--- config.mk ---
export PLATFORM = sky130hd
export DESIGN_NAME = reg_writeback_queue
export DESIGN_NICKNAME = d
export VERILOG_FILES = /design/src/rtl/reg_writeback_queue.sv
export SDC_FILE = /design/constraint.sdc
export NUM_CORES = 1
export LEC_CHECK = 0
export BUFFER_PORTS_ARGS = -buffer_cell sky130_fd_sc_hd__buf_2
export CAP_MARGIN = 10
export CORE_MARGIN = 2
export CORE_UTILIZATION = 55
export CTS_CLUSTER_SIZE = 12
export DETAILED_ROUTE_END_ITERATION = 16
export GPL_ROUTABILITY_DRIVEN = 0
export PLACE_DENSITY_LB_ADDON = 0.2
export REMOVE_ABC_BUFFERS = 1
export SLEW_MARGIN = 20
export SYNTH_ARGS = -nofsm -noshare
export SYNTH_HDL_FRONTEND = slang
export SYNTH_SLANG_ARGS = --single-unit
--- constraint.sdc ---
create_clock -name clk -period 5.4 [get_ports clk]
set_input_delay 0.54 -clock clk [delete_from_list [all_inputs] [get_ports clk]]
set_output_delay 0.54 -clock clk [all_outputs]
set_load 0.03 [all_outputs]
--- src/rtl/reg_writeback_queue.sv ---
// reg_writeback_queue
// In-order write-back FIFO that feeds the register file write port.
// It collects results from the load path (mem_*) and the ALU path (alu_*),
// and it retires at most one entry per cycle onto regwen/addrD/dataD.
// It also publishes a per-register pending vector, so decode can stall on RAW hazards.
//
// Optional feature: define WB_FORWARD_EN to add forwarding read ports
// (fwd_addrA/B -> fwd_hitA/B, fwd_dataA/B). These ports return the youngest
// queued or in-flight value for a register. With the macro undefined the ports
// do not exist, and consumers stall on pending instead.

module reg_writeback_queue #(
  parameter int DEPTH = 4,
  parameter int XLEN  = 32
) (
  input  logic            clk,
  input  logic            rst_n,
  input  logic            mem_valid,
  input  logic [4:0]      mem_rd,
  input  logic [XLEN-1:0] mem_data,
  output logic            mem_ready,
  input  logic            alu_valid,
  input  logic [4:0]      alu_rd,
  input  logic [XLEN-1:0] alu_data,
  output logic            alu_ready,
  output logic            regwen,
  output logic [4:0]      addrD,
  output logic [XLEN-1:0] dataD,
`ifdef WB_FORWARD_EN
  input  logic [4:0]      fwd_addrA,
  input  logic [4:0]      fwd_addrB,
  output logic            fwd_hitA,
  output logic            fwd_hitB,
  output logic [XLEN-1:0] fwd_dataA,
  output logic [XLEN-1:0] fwd_dataB,
`endif
  output logic [31:0]     pending
);

  // Pointer width, and count width (count must be able to hold DEPTH itself).
  localparam int PW = $clog2(DEPTH);
  localparam int CW = PW + 1;
  localparam logic [CW-1:0] depthC = CW'(DEPTH);

  genvar gi;

  // FIFO storage. It is read combinationally by the hazard and forwarding scans.
  logic [4:0]      rdMem   [DEPTH];
  logic [XLEN-1:0] dataMem [DEPTH];

  logic [CW-1:0] countReg;
  logic [CW-1:0] countNext;
  logic [PW-1:0] headReg;
  logic [PW-1:0] tailReg;

  logic [CW-1:0] freeSlots;
  logic          memPush;
  logic          aluPush;
  logic [PW-1:0] aluSlot;
  logic [CW-1:0] pushCount;
  logic          popNow;

  // Entries listed by age: index 0 is the head (oldest) and index DEPTH-1 is the youngest slot.
  logic [PW-1:0] ageIdx   [DEPTH];
  logic          ageValid [DEPTH];

  logic [31:0]   pendingVec;

  // Free space uses the registered count only, so a pop in the same cycle never makes room early.
  assign freeSlots = depthC - countReg;

  // When mem is also valid, it claims the first free slot, so alu needs a second one.
  assign mem_ready = rst_n && (freeSlots >= CW'(1));
  assign alu_ready = rst_n && (mem_valid ? (freeSlots >= CW'(2)) : (freeSlots >= CW'(1)));

  // A handshake with rd==0 completes, but it never occupies a slot.
  assign memPush   = mem_valid && mem_ready && (mem_rd != 5'd0);
  assign aluPush   = alu_valid && alu_ready && (alu_rd != 5'd0);

  // mem is older, so it takes the tail slot and alu goes behind it.
  assign aluSlot   = tailReg + PW'(memPush);
  assign pushCount = CW'(memPush) + CW'(aluPush);

  // The pop decision uses the count before this edge's pushes.
  assign popNow    = rst_n && (countReg != '0);
  assign countNext = countReg + pushCount - CW'(popNow);

  generate
    for (gi = 0; gi < DEPTH; gi++) begin : gAge
      assign ageIdx[gi]   = headReg + PW'(gi);
      assign ageValid[gi] = (CW'(gi) < countReg);
    end
  endgenerate

  // Payload writes. Storage is not reset, because the count/pointers define which slots are live.
  always_ff @(posedge clk) begin
    if (memPush) begin
      rdMem[tailReg]   <= mem_rd;
      dataMem[tailReg] <= mem_data;
    end
    if (aluPush) begin
      rdMem[aluSlot]   <= alu_rd;
      dataMem[aluSlot] <= alu_data;
    end
  end

  // Occupancy and pointer bookkeeping. Pointers wrap naturally modulo DEPTH.
  always_ff @(posedge clk) begin
    if (!rst_n) begin
      countReg <= '0;
      headReg  <= '0;
      tailReg  <= '0;
    end else begin
      countReg <= countNext;
      tailReg  <= tailReg + PW'(pushCount);
      if (popNow) begin
        headReg <= headReg + PW'(1);
      end
    end
  end

  // Write-port register. The head moves here on every pop; otherwise addr/data hold and regwen drops.
  always_ff @(posedge clk) begin
    if (!rst_n) begin
      regwen <= 1'b0;
      addrD  <= 5'd0;
      dataD  <= '0;
    end else if (popNow) begin
      regwen <= 1'b1;
      addrD  <= rdMem[headReg];
      dataD  <= dataMem[headReg];
    end else begin
      regwen <= 1'b0;
    end
  end

  // Hazard vector: every live FIFO destination, plus the write currently on the port.
  always_comb begin
    pendingVec = '0;
    for (int k = 0; k < DEPTH; k++) begin
      if (ageValid[k]) begin
        pendingVec[rdMem[ageIdx[k]]] = 1'b1;
      end
    end
    if (regwen) begin
      pendingVec[addrD] = 1'b1;
    end
    pendingVec[0] = 1'b0;
  end

  assign pending = pendingVec;

`ifdef WB_FORWARD_EN
  logic [4:0] fwdAddr [2];

  assign fwdAddr[0] = fwd_addrA;
  assign fwdAddr[1] = fwd_addrB;

  generate
    for (gi = 0; gi < 2; gi++) begin : gFwd
      logic            hit;
      logic [XLEN-1:0] data;

      // The scan starts at the output register and then walks from oldest to youngest, so the youngest match wins.
      always_comb begin
        hit  = 1'b0;
        data = '0;
        if (regwen && (addrD == fwdAddr[gi])) begin
          hit  = 1'b1;
          data = dataD;
        end
        for (int k = 0; k < DEPTH; k++) begin
          if (ageValid[k] && (rdMem[ageIdx[k]] == fwdAddr[gi])) begin
            hit  = 1'b1;
            data = dataMem[ageIdx[k]];
          end
        end
        if (fwdAddr[gi] == 5'd0) begin
          hit  = 1'b0;
          data = '0;
        end
      end
    end
  endgenerate

  assign fwd_hitA  = gFwd[0].hit;
  assign fwd_dataA = gFwd[0].data;
  assign fwd_hitB  = gFwd[1].hit;
  assign fwd_dataB = gFwd[1].data;
`endif

endmodule

==> flow_metrics.py, run 1 <==
metrics = {
    "status": {
        "status": "completed",
    },
    "finish": {
        "nFillCells": 1492,
        "design_area_mm2": 0.0123,
        "multi_input_comb_area_mm2": 0.00516,
        "syn_to_final_growth_pct": 13.4,
        "post_layout_nonfiller_instances": 1200,
        "fin_util_pct": 63.5,
        "antenna_cells": 0,
        "layout.nets": 1011,
        "drive_gt1_share_pct": 42.8,
        "regArea_mm2": 0.00539,
    },
    "grt": {
        "grt_start_max_net_pins": 51,
        "grt_pass1_wl_um": 40400,
        "grt_pass1_vias": 7288,
        "grt_usage_pct": 25.9,
        "global_route.overflow_total": 0,
        "antenna_found_initial": 2,
    },
    "yosys": {
        "synth-edff-count": 148,
        "ys_seq_area_share_pct": 49.5,
        "synth.most_common_cell": "edfxtp_1",
        "syn-instance-count": 800,
        "synth_common_cells": "148 x edfxtp_1, 141 x mux2_2, 55 x a22oi_1, 53 x nor2b_1, 51 x mux4_2",
        "avgSynthCellArea_um2": 13.6,
        "synth_flop_cell": "edfxtp_1",
        "yosysWarnings": 0,
        "synthArstFlopShare_pct": 0,
        "ys_ff_latch": 195,
        "synthTopCellsByArea": "edfxtp_1 41%, mux2_2 15%, mux4_2 11%",
        "yosys.area.top_type_share_pct": 40.8,
        "synth_area_mm2": 0.0109,
        "ys_types": 47,
        "synth_area_leader_cell": "edfxtp_1",
    },
    "worst_setup_path": {
        "cp_num_buf_inv": 1,
        "r2r_start": "countReg[0]",
        "slowest_stage": "dfxtp_4",
        "worstPathMaxFanout": 50,
        "end_kind": "primary output",
        "rr_worst_depth": 13,
        "crit_path_max_incr_delay_ps": 970,
        "ff2ff_setup_slack_ps": 1530,
        "critPathLaunchType": "flip-flop",
        "cp.arrival_ps": 3350,
        "path_class": "flip-flop to primary output",
        "r2r_end": "dataMem[3][21]",
        "crit_family": "simple AND/OR/NAND/NOR gates",
        "worstPathRequired_ps": 4860,
        "crit_chain": "mux4_2 > nor2_1 > nand3_1 > nand4_1 > buf_2",
    },
    "cts": {
        "cts_made_buffers": 17,
        "h-tree-depth": 4,
        "cts_tree": "built",
        "clockBufferDepth": 2,
        "path_clk_slew_ps": 80,
        "cts_sinks": 195,
        "hold_buffers": 0,
        "cts_setup_buffers": 0,
        "clk_latency_ps": 440,
        "cts_resized": 0,
        "cts_root_buf": "clkbuf_16",
    },
    "route": {
        "final_antenna_net_count": 0,
        "drcViolationCount": 0,
        "viasPerCell": 6.10,
        "wirelength_um": 26100,
        "wl_per_cell_um": 21.8,
        "drt_iter0_drc": 505,
        "drt-pass1-iter-count": 5,
        "vias": 7323,
    },
    "power": {
        "vdd_ir_drop_max_mv": 0.282,
        "power.density_mw_per_mm2": 536,
        "power.leakage_nw": 4.58,
    },
    "floorplanning": {
        "initial_core_util_pct": 55.9,
        "die_y_um": 145,
        "rows": 51,
        "core_area_mm2": 0.0195,
        "ios": 150,
        "fp.dieArea_mm2": 0.0209,
        "fp.dieW_um": 145,
    },
    "hold_path": {
        "hp-class": "input pin to flip-flop",
        "whs_path_depth": 2,
        "whs_endpoint": "dataMem[2][18]",
        "min-delay-start": "alu_data[18]",
    },
    "timing": {
        "whs_ps": 442,
        "clock_skew_ps": 10.6,
        "hold_viol": 0,
        "finalCriticalPeriod_ps": 3890,
        "timing.fmax_ghz": 0.257,
        "maxSlewHeadroom_pct": 34.3,
        "worstMarginPinSlew_ps": 982,
        "finalSetupViolCount": 0,
        "period_share_pct": 72.1,
        "slew_violations": 0,
        "rsz0062_at_grt": "no",
    },
    "placement": {
        "dpl_cell_area_mm2": 0.0118,
        "dp_cells": 1168,
        "hpwl_um": 17500,
        "port_buffers": 148,
    },
    "job": {
        "cap_violations": 0,
    },
}
==> layer usage <==
layer,track usage [%],up-vias,wire length [um]
li1,-,3346,-
met1,33.3,3597,10700
met2,43.7,318,13000
met3,5.26,60,1810
met4,9.61,2,638
met5,0,-,11
==> report_power, final <==
| group | switching (mW) | internal [mW] | leakage, nW |
|---|---|---|---|
| Sequential | 0.306 | 2.05 | 1.74 |
| Clock | 0.590 | 0.698 | 0.294 |
| Combinational | 1.80 | 1.18 | 2.55 |
| Total | 2.69 | 3.93 | 4.58 |
==> per-stage QoR <==
step                setup TNS (ps)  setup WS (ps)  power, mW
floorplan                   -49840           -846       4.51
global placement                 0           1670       5.31
detailed placement               0           1570       5.36
CTS                              0           1510       6.64
global route                     0           1330       6.97
finish                           0           1510       6.63
==> state kept, by name, summed over array words and instances (netlist names), named ones only <==
signal	count
headReg	2
dataMem	128
addrD	5
rdMem	20
countReg	3
tailReg	2
regwen	1
dataD	32
==> layout by cell type (no fill, tap or decap), types with 8 or more instances in the layout <==
master,instances
inv_1,9
a22oi_1,55
mux4_2,51
dfxtp_1,45
clkbuf_16,17
and2_1,11
edfxtp_1,148
mux2i_1,38
nand3_1,45
nor2b_1,53
nor3_1,8
ha_1,9
mux2_2,141
buf_2,148
nand2_1,29
mux2_1,10
buf_4,12
nor2_1,24
==> layout make-up <==
cell class / instances / area share [%]
Timing Repair Buffer: 160 / 6.73
Clock inverter: 15 / 1.38
Clock buffer: 17 / 3.44
Sequential cell: 195 / 43.6
Tap cell: 265 / 2.68
Multi-Input combinational cell: 538 / 41.8
Inverter: 10 / 0.304
==> cell families (layout without fill, tap and decap cells) <==
group | after synthesis | after routing | share of synthesized area [%]
AO/OA/AOI/OAI | 69 | 69 | 4.85
buffers and inverters | 67 | 202 | 3.63
other | 1 | 1 | 0.0344
multiplexers | 240 | 240 | 29.7
XOR/XNOR | 7 | 7 | 0.563
flip-flops | 195 | 195 | 49.5
adder cells (fa/ha/maj) | 11 | 11 | 1.33
AND/OR/NAND/NOR | 210 | 210 | 10.4
==> worst max-delay path by stage <==
stage	start	end	depth (start not counted)
after floorplan	countReg[0]	dataMem[2][0]	11
after global placement	countReg[1]	dataMem[3][21]	13
after detailed placement	countReg[0]	dataMem[3][3]	13
after CTS	headReg[0]	pending[9]	5
after global routing	countReg[0]	dataMem[3][21]	13
final	headReg[0]	pending[1]	5
Power figures use the tool's default switching activity.
==> run 2, diff against run 1 <==
- ABC_AREA: not set -> 1
- clock period: 5.4 -> 3.6 ns (I/O delays scaled with it)
==> run 2 against run 1 <==
  * Critical endpoint is now rdMem[3][3]
  * Combinational power rose by 92%
  * Register-to-register slack got worse by 1300 ps
  * Largest power group unchanged
  * Sequential power rose by 44%
  * Total power rose by 66%
  * Flip-flop and latch count did not move
==> flow_metrics.py, run 2 <==
metrics = {
    "worst_setup_path": {
        "cp_num_buf_inv": 4,
        "path_class": "flip-flop to flip-flop",
        "ff2ff_setup_slack_ps": 260,
        "r2r_end": "rdMem[3][3]",
        "worstPathMaxFanout": 94,
        "rr_worst_depth": 11,
        "slowest_stage": "buf_4",
        "cp.arrival_ps": 3470,
        "end_kind": "flip-flop",
        "worstPathRequired_ps": 3730,
        "r2r_start": "countReg[0]",
        "critPathLaunchType": "flip-flop",
        "crit_path_max_incr_delay_ps": 710,
        "crit_family": "buffers and inverters",
        "crit_chain": "inv_2 > ha_1 > ha_1 > inv_1 > nor2_1 > a31oi_2 > nor2b_4 > buf_4 > nand2_1 > nand2_1 > buf_12",
    },
    "timing": {
        "finalSetupViolCount": 0,
        "slew_violations": 0,
        "finalCriticalPeriod_ps": 3340,
        "hold_viol": 0,
        "rsz0062_at_grt": "no",
        "worstMarginPinSlew_ps": 1240,
        "timing.fmax_ghz": 0.299,
        "clock_skew_ps": 13.8,
        "maxSlewHeadroom_pct": 17.5,
        "period_share_pct": 92.8,
    },
    "cts": {
        "cts_setup_buffers": 0,
        "clk_latency_ps": 450,
        "path_clk_slew_ps": 80,
        "cts_sinks": 195,
        "clockBufferDepth": 2,
        "cts_root_buf": "clkbuf_16",
        "h-tree-depth": 4,
        "cts_made_buffers": 17,
        "cts_tree": "built",
    },
    "finish": {
        "max_flop_register": "dataMem",
        "largest_register_ff_count": 128,
        "nFillCells": 1860,
        "regArea_mm2": 0.00539,
        "post_layout_nonfiller_instances": 2013,
        "layout_commonest_cell": "nand2_1",
        "drive_gt1_share_pct": 15.8,
        "layout.nets": 1809,
        "largest_registers": "dataMem x128, dataD x32, rdMem x20",
        "fin_util_pct": 63.0,
        "final_cell_mix": "721 x nand2_1, 201 x nand3_1, 186 x nor2_1",
        "syn_to_final_growth_pct": 12.6,
        "multi_input_comb_area_mm2": 0.00566,
    },
    "hold_path": {
        "min-delay-start": "rst_n",
        "whs_endpoint": "regwen",
        "hp-class": "input pin to flip-flop",
        "whs_path_depth": 3,
    },
    "power": {
        "vdd_ir_drop_max_mv": 0.421,
        "p_switching_mw": 5.57,
        "swShare_pct": 50.6,
        "seqPwrFrac_pct": 30.7,
        "clockPowerShare_pct": 17.4,
        "power.density_mw_per_mm2": 835,
        "internal_power_mw": 5.44,
        "power_frac_comb_pct": 51.8,
        "power.leakage_nw": 6.17,
    },
    "grt": {
        "grt_pass1_vias": 10500,
        "grt_pass1_wl_um": 53900,
        "global_route.overflow_total": 0,
        "grt_start_max_net_pins": 95,
        "grt_usage_pct": 31.2,
        "antenna_found_initial": 6,
    },
    "yosys": {
        "synthArstFlopShare_pct": 0,
        "synth_common_cells": "721 x nand2_1, 201 x nand3_1, 191 x nor2_1, 148 x edfxtp_1, 47 x dfxtp_1",
        "synth_area_leader_cell": "edfxtp_1",
        "avgSynthCellArea_um2": 7.27,
        "syn-instance-count": 1611,
        "yosysWarnings": 0,
        "synth-edff-count": 148,
        "synth_flop_cell": "edfxtp_1",
        "ys_seq_area_share_pct": 46.0,
        "synth_area_mm2": 0.0117,
        "ys_ff_latch": 195,
        "synthTopCellsByArea": "edfxtp_1 38%, nand2_1 23%, nand3_1 8.6%",
        "yosys.area.top_type_share_pct": 37.9,
        "ys_types": 35,
        "synth.most_common_cell": "nand2_1",
    },
    "route": {
        "wl_per_cell_um": 17.4,
        "vias": 11400,
        "final_antenna_net_count": 0,
        "viasPerCell": 5.68,
        "wirelength_um": 35000,
        "drt_iter0_drc": 1143,
        "drcViolationCount": 0,
        "drt-pass1-iter-count": 6,
    },
    "floorplanning": {
        "fp.dieW_um": 150,
        "initial_core_util_pct": 55.9,
        "fp.dieArea_mm2": 0.0225,
        "ios": 150,
        "core_area_mm2": 0.0210,
        "die_y_um": 150,
        "rows": 53,
    },
    "placement": {
        "hpwl_um": 21900,
        "dp_cells": 1975,
        "port_buffers": 148,
    },
    "status": {
        "status": "completed",
    },
    "job": {
        "cap_violations": 0,
    },
}
==> run 2: cell count changes after synthesis, sizes merged, moves of 51 or more <==
cell / change
nand3: +177
mux2: -151
nor2: +173
nor2b: -52
nand2: +708
mux4: -51
==> run 2: what timing repair did <==
item                                    4_1_cts  5_1_grt
hold buffers                                  0        0
endpoints found under the setup margin        0       40
gates resized for setup                       0        2
==> run 2: layout make-up <==
| cell class | instances | share of cell area [%] |
|---|---|---|
| Antenna cell | 5 | 0.0948 |
| Sequential cell | 195 | 40.8 |
| Clock buffer | 17 | 3.22 |
| Inverter | 54 | 1.57 |
| Tap cell | 275 | 2.61 |
| Multi-Input combinational cell | 1278 | 42.9 |
| Timing Repair Buffer | 174 | 7.41 |
| Clock inverter | 15 | 1.38 |
==> run 2: per-stage QoR <==
| stage | power [mW] | hold WS (ps) | worst slack [ps] | TNS [ps] | instance area, um^2 |
|---|---|---|---|---|---|
| 2_1_floorplan | 7.15 | 453 | -6920 | -1875800 | 11200 |
| 3_3_place_gp | 8.88 | 438 | 392 | 0 | 12600 |
| 3_5_place_dp | 9.01 | 442 | 342 | 0 | 12600 |
| 4_1_cts | 10.9 | 193 | 315 | 0 | 13200 |
| 5_1_grt | 11.7 | 213 | 63.1 | 0 | 13200 |
| 6_report | 11.0 | 200 | 258 | 0 | 13200 |
==> run 2: logic make-up (layout without fill, tap and decap cells) <==
family | after synthesis | count (layout) | share of synthesized area [%]
xor+xnor | 3 | 3 | 0.224
compound gates | 63 | 63 | 3.27
flops | 195 | 195 | 46.0
buf+inv | 139 | 260 | 6.07
simple gates | 1199 | 1200 | 43.2
fa+ha+maj | 11 | 11 | 1.24
other cells | 1 | 6 | 0.0320
==> run 2: power groups by stage <==
stage	Combinational [mW]	Clock, mW	Sequential, mW
finish	5.71	1.92	3.39
global route	6.20	2.02	3.45
CTS	5.60	1.94	3.37
detailed placement	5.59	0	3.42
global placement	5.48	0	3.41
floorplan	3.38	0	3.78
==> run 2: layer usage <==
layer	GRT usage, %	vias up	share of wire, %
met1	37.6	5196	38
met3	6.16	111	9.4
met4	15.8	4	3.7
li1	-	5502	-
met5	0	-	0.086
met2	53.0	622	49
==> run 2: worst reg2reg max path: stages (launching register included) <==
cell     delay (ps)
dfxtp_1         440
inv_2            80
ha_1            200
ha_1            270
inv_1            60
nor2_1           50
a31oi_2         200
nor2b_4         190
buf_4           710
nand2_1         220
nand2_1         280
buf_12          290
==> run 2: how the worst max path moves through the flow <==
stage | to | depth (start not counted) | from
3_5_place_dp | countReg[2] | 18 | countReg[0]
3_3_place_gp | dataMem[1][27] | 16 | countReg[0]
2_1_floorplan | dataMem[0][0] | 9 | countReg[0]
5_1_grt | rdMem[1][2] | 11 | countReg[0]
6_report | rdMem[3][3] | 11 | countReg[0]
4_1_cts | dataMem[1][11] | 16 | countReg[0]
==> run 3, diff against run 2 <==
- RECOVER_POWER: not set -> 100
==> run 3 against run 2 <==
  * Clock skew fell by 0.68 ps
  * Critical endpoint is now dataMem[3][16]
  * Fmax fell by 0.59%
  * Worst setup slack got worse by 20 ps
  * Global-route usage did not move
  * Register-to-register slack got worse by 20 ps
  * Critical path depth did not move
  * Clock power barely moved
==> flow_metrics.py, run 3 (synthesis results as in run 2) <==
metrics = {
    "finish": {
        "design_area_mm2": 0.0131,
        "max_flop_register": "dataMem",
        "layout.nets": 1809,
        "post_layout_nonfiller_instances": 2012,
        "layout_commonest_cell": "nand2_1",
        "final_cell_mix": "721 x nand2_1, 201 x nand3_1, 189 x nor2_1",
        "syn_to_final_growth_pct": 11.9,
        "fin_util_pct": 62.6,
        "largest_registers": "dataMem x128, dataD x32, rdMem x20",
        "largest_register_ff_count": 128,
        "drive_gt1_share_pct": 12.9,
    },
    "floorplanning": {
        "rows": 53,
        "fp.dieArea_mm2": 0.0225,
        "initial_core_util_pct": 55.9,
        "core_area_mm2": 0.0210,
        "die_y_um": 150,
        "fp.dieW_um": 150,
        "ios": 150,
    },
    "hold_path": {
        "hp-class": "input pin to flip-flop",
        "whs_path_depth": 3,
        "whs_endpoint": "regwen",
        "min-delay-start": "rst_n",
    },
    "grt": {
        "grt_usage_pct": 31.2,
        "global_route.overflow_total": 0,
        "grt_start_max_net_pins": 95,
        "grt_pass1_vias": 10500,
        "antenna_found_initial": 6,
        "grt_pass1_wl_um": 53900,
    },
    "placement": {
        "port_buffers": 148,
        "place_ws_ps": 342,
        "hpwl_um": 21900,
        "dpl_cell_area_mm2": 0.0126,
        "dp_cells": 1975,
    },
    "timing": {
        "period_share_pct": 93.4,
        "finalCriticalPeriod_ps": 3360,
        "timing.fmax_ghz": 0.297,
        "hold_viol": 0,
        "worstMarginPinSlew_ps": 1480,
        "rsz0062_at_grt": "no",
        "finalSetupViolCount": 0,
        "worst_slack_ps": 238,
        "maxSlewHeadroom_pct": 1.03,
        "clock_skew_ps": 13.1,
        "slew_violations": 0,
    },
    "worst_setup_path": {
        "end_kind": "flip-flop",
        "cp.arrival_ps": 3500,
        "worstPathMaxFanout": 94,
        "path_class": "flip-flop to flip-flop",
        "ff2ff_setup_slack_ps": 240,
        "rr_worst_depth": 11,
        "worstPathRequired_ps": 3740,
        "critPathLaunchType": "flip-flop",
        "r2r_start": "countReg[0]",
        "r2r_end": "dataMem[3][16]",
    },
    "cts": {
        "cts_sinks": 195,
        "clockBufferDepth": 2,
        "h-tree-depth": 4,
        "cts_made_buffers": 17,
        "hold_buffers": 0,
        "clk_latency_ps": 450,
        "path_clk_slew_ps": 80,
        "cts_tree": "built",
        "cts_root_buf": "clkbuf_16",
    },
    "power": {
        "power.leakage_nw": 5.97,
        "power.density_mw_per_mm2": 834,
        "vdd_ir_drop_max_mv": 0.424,
    },
    "status": {
        "status": "completed",
    },
    "route": {
        "viasPerCell": 5.66,
        "drt-pass1-iter-count": 5,
        "vias": 11400,
        "drt_iter0_drc": 1064,
        "wl_per_cell_um": 17.4,
        "wirelength_um": 35000,
        "drcViolationCount": 0,
        "final_antenna_net_count": 0,
    },
    "job": {
        "cap_violations": 0,
    },
}
-- run 3: worst max-delay path: stages, from the launching register on --
cell and delay [ps]:
dfxtp_1 420, inv_1 110, ha_1 210, ha_1 270, inv_1 60, nor2_1 50
a31oi_2 200, nor2b_4 190, buf_4 730, nand2_1 190, nand2_1 300, buf_12 290
-- run 3: final cells by class --
class | count | area (um^2)
Clock buffer | 17 | 425
Fill cell | 1902 | 7850
Antenna cell | 4 | 10.0
Sequential cell | 195 | 5390
Tap cell | 275 | 344
Inverter | 54 | 208
Clock inverter | 15 | 181
Multi-Input combinational cell | 1278 | 5650
Timing Repair Buffer | 174 | 910
-- run 3: stage by stage --
stage	TNS [ps]	power, mW	hold WS, ps
after floorplan	-1875800	7.15	453
after global placement	0	8.88	438
after detailed placement	0	9.01	442
after CTS	0	10.9	193
after global routing	0	11.6	204
final	0	10.9	180
-- run 3: timing repair --
item                                    CTS  global route
endpoints found under the setup margin    0            40
endpoints found under the hold margin     0             0
setup buffers                             0             0
gates resized for setup                   0             2
-- run 3: per-layer routing --
metal | vias up | global-route usage (%) | wire (um)
met1 | 5163 | 37.6 | 13100
li1 | 5492 | - | -
met4 | 4 | 15.8 | 1230
met2 | 617 | 53.0 | 17300
met5 | - | 0 | 30
met3 | 110 | 6.16 | 3410
-- run 3: where the power goes --
| group | internal (mW) | leakage, nW | switching [mW] |
|---|---|---|---|
| clock network | 0.945 | 0.295 | 0.969 |
| registers | 3.09 | 1.74 | 0.298 |
| logic | 1.32 | 3.93 | 4.30 |
-- run 3: worst max-delay path by stage --
stage	endpoint	cells after the start	startpoint
after floorplan	dataMem[0][0]	9	countReg[0]
after global placement	dataMem[1][27]	16	countReg[0]
after detailed placement	countReg[2]	18	countReg[0]
after CTS	dataMem[1][11]	16	countReg[0]
after global routing	rdMem[1][2]	11	countReg[0]
final	dataMem[3][16]	11	countReg[0]
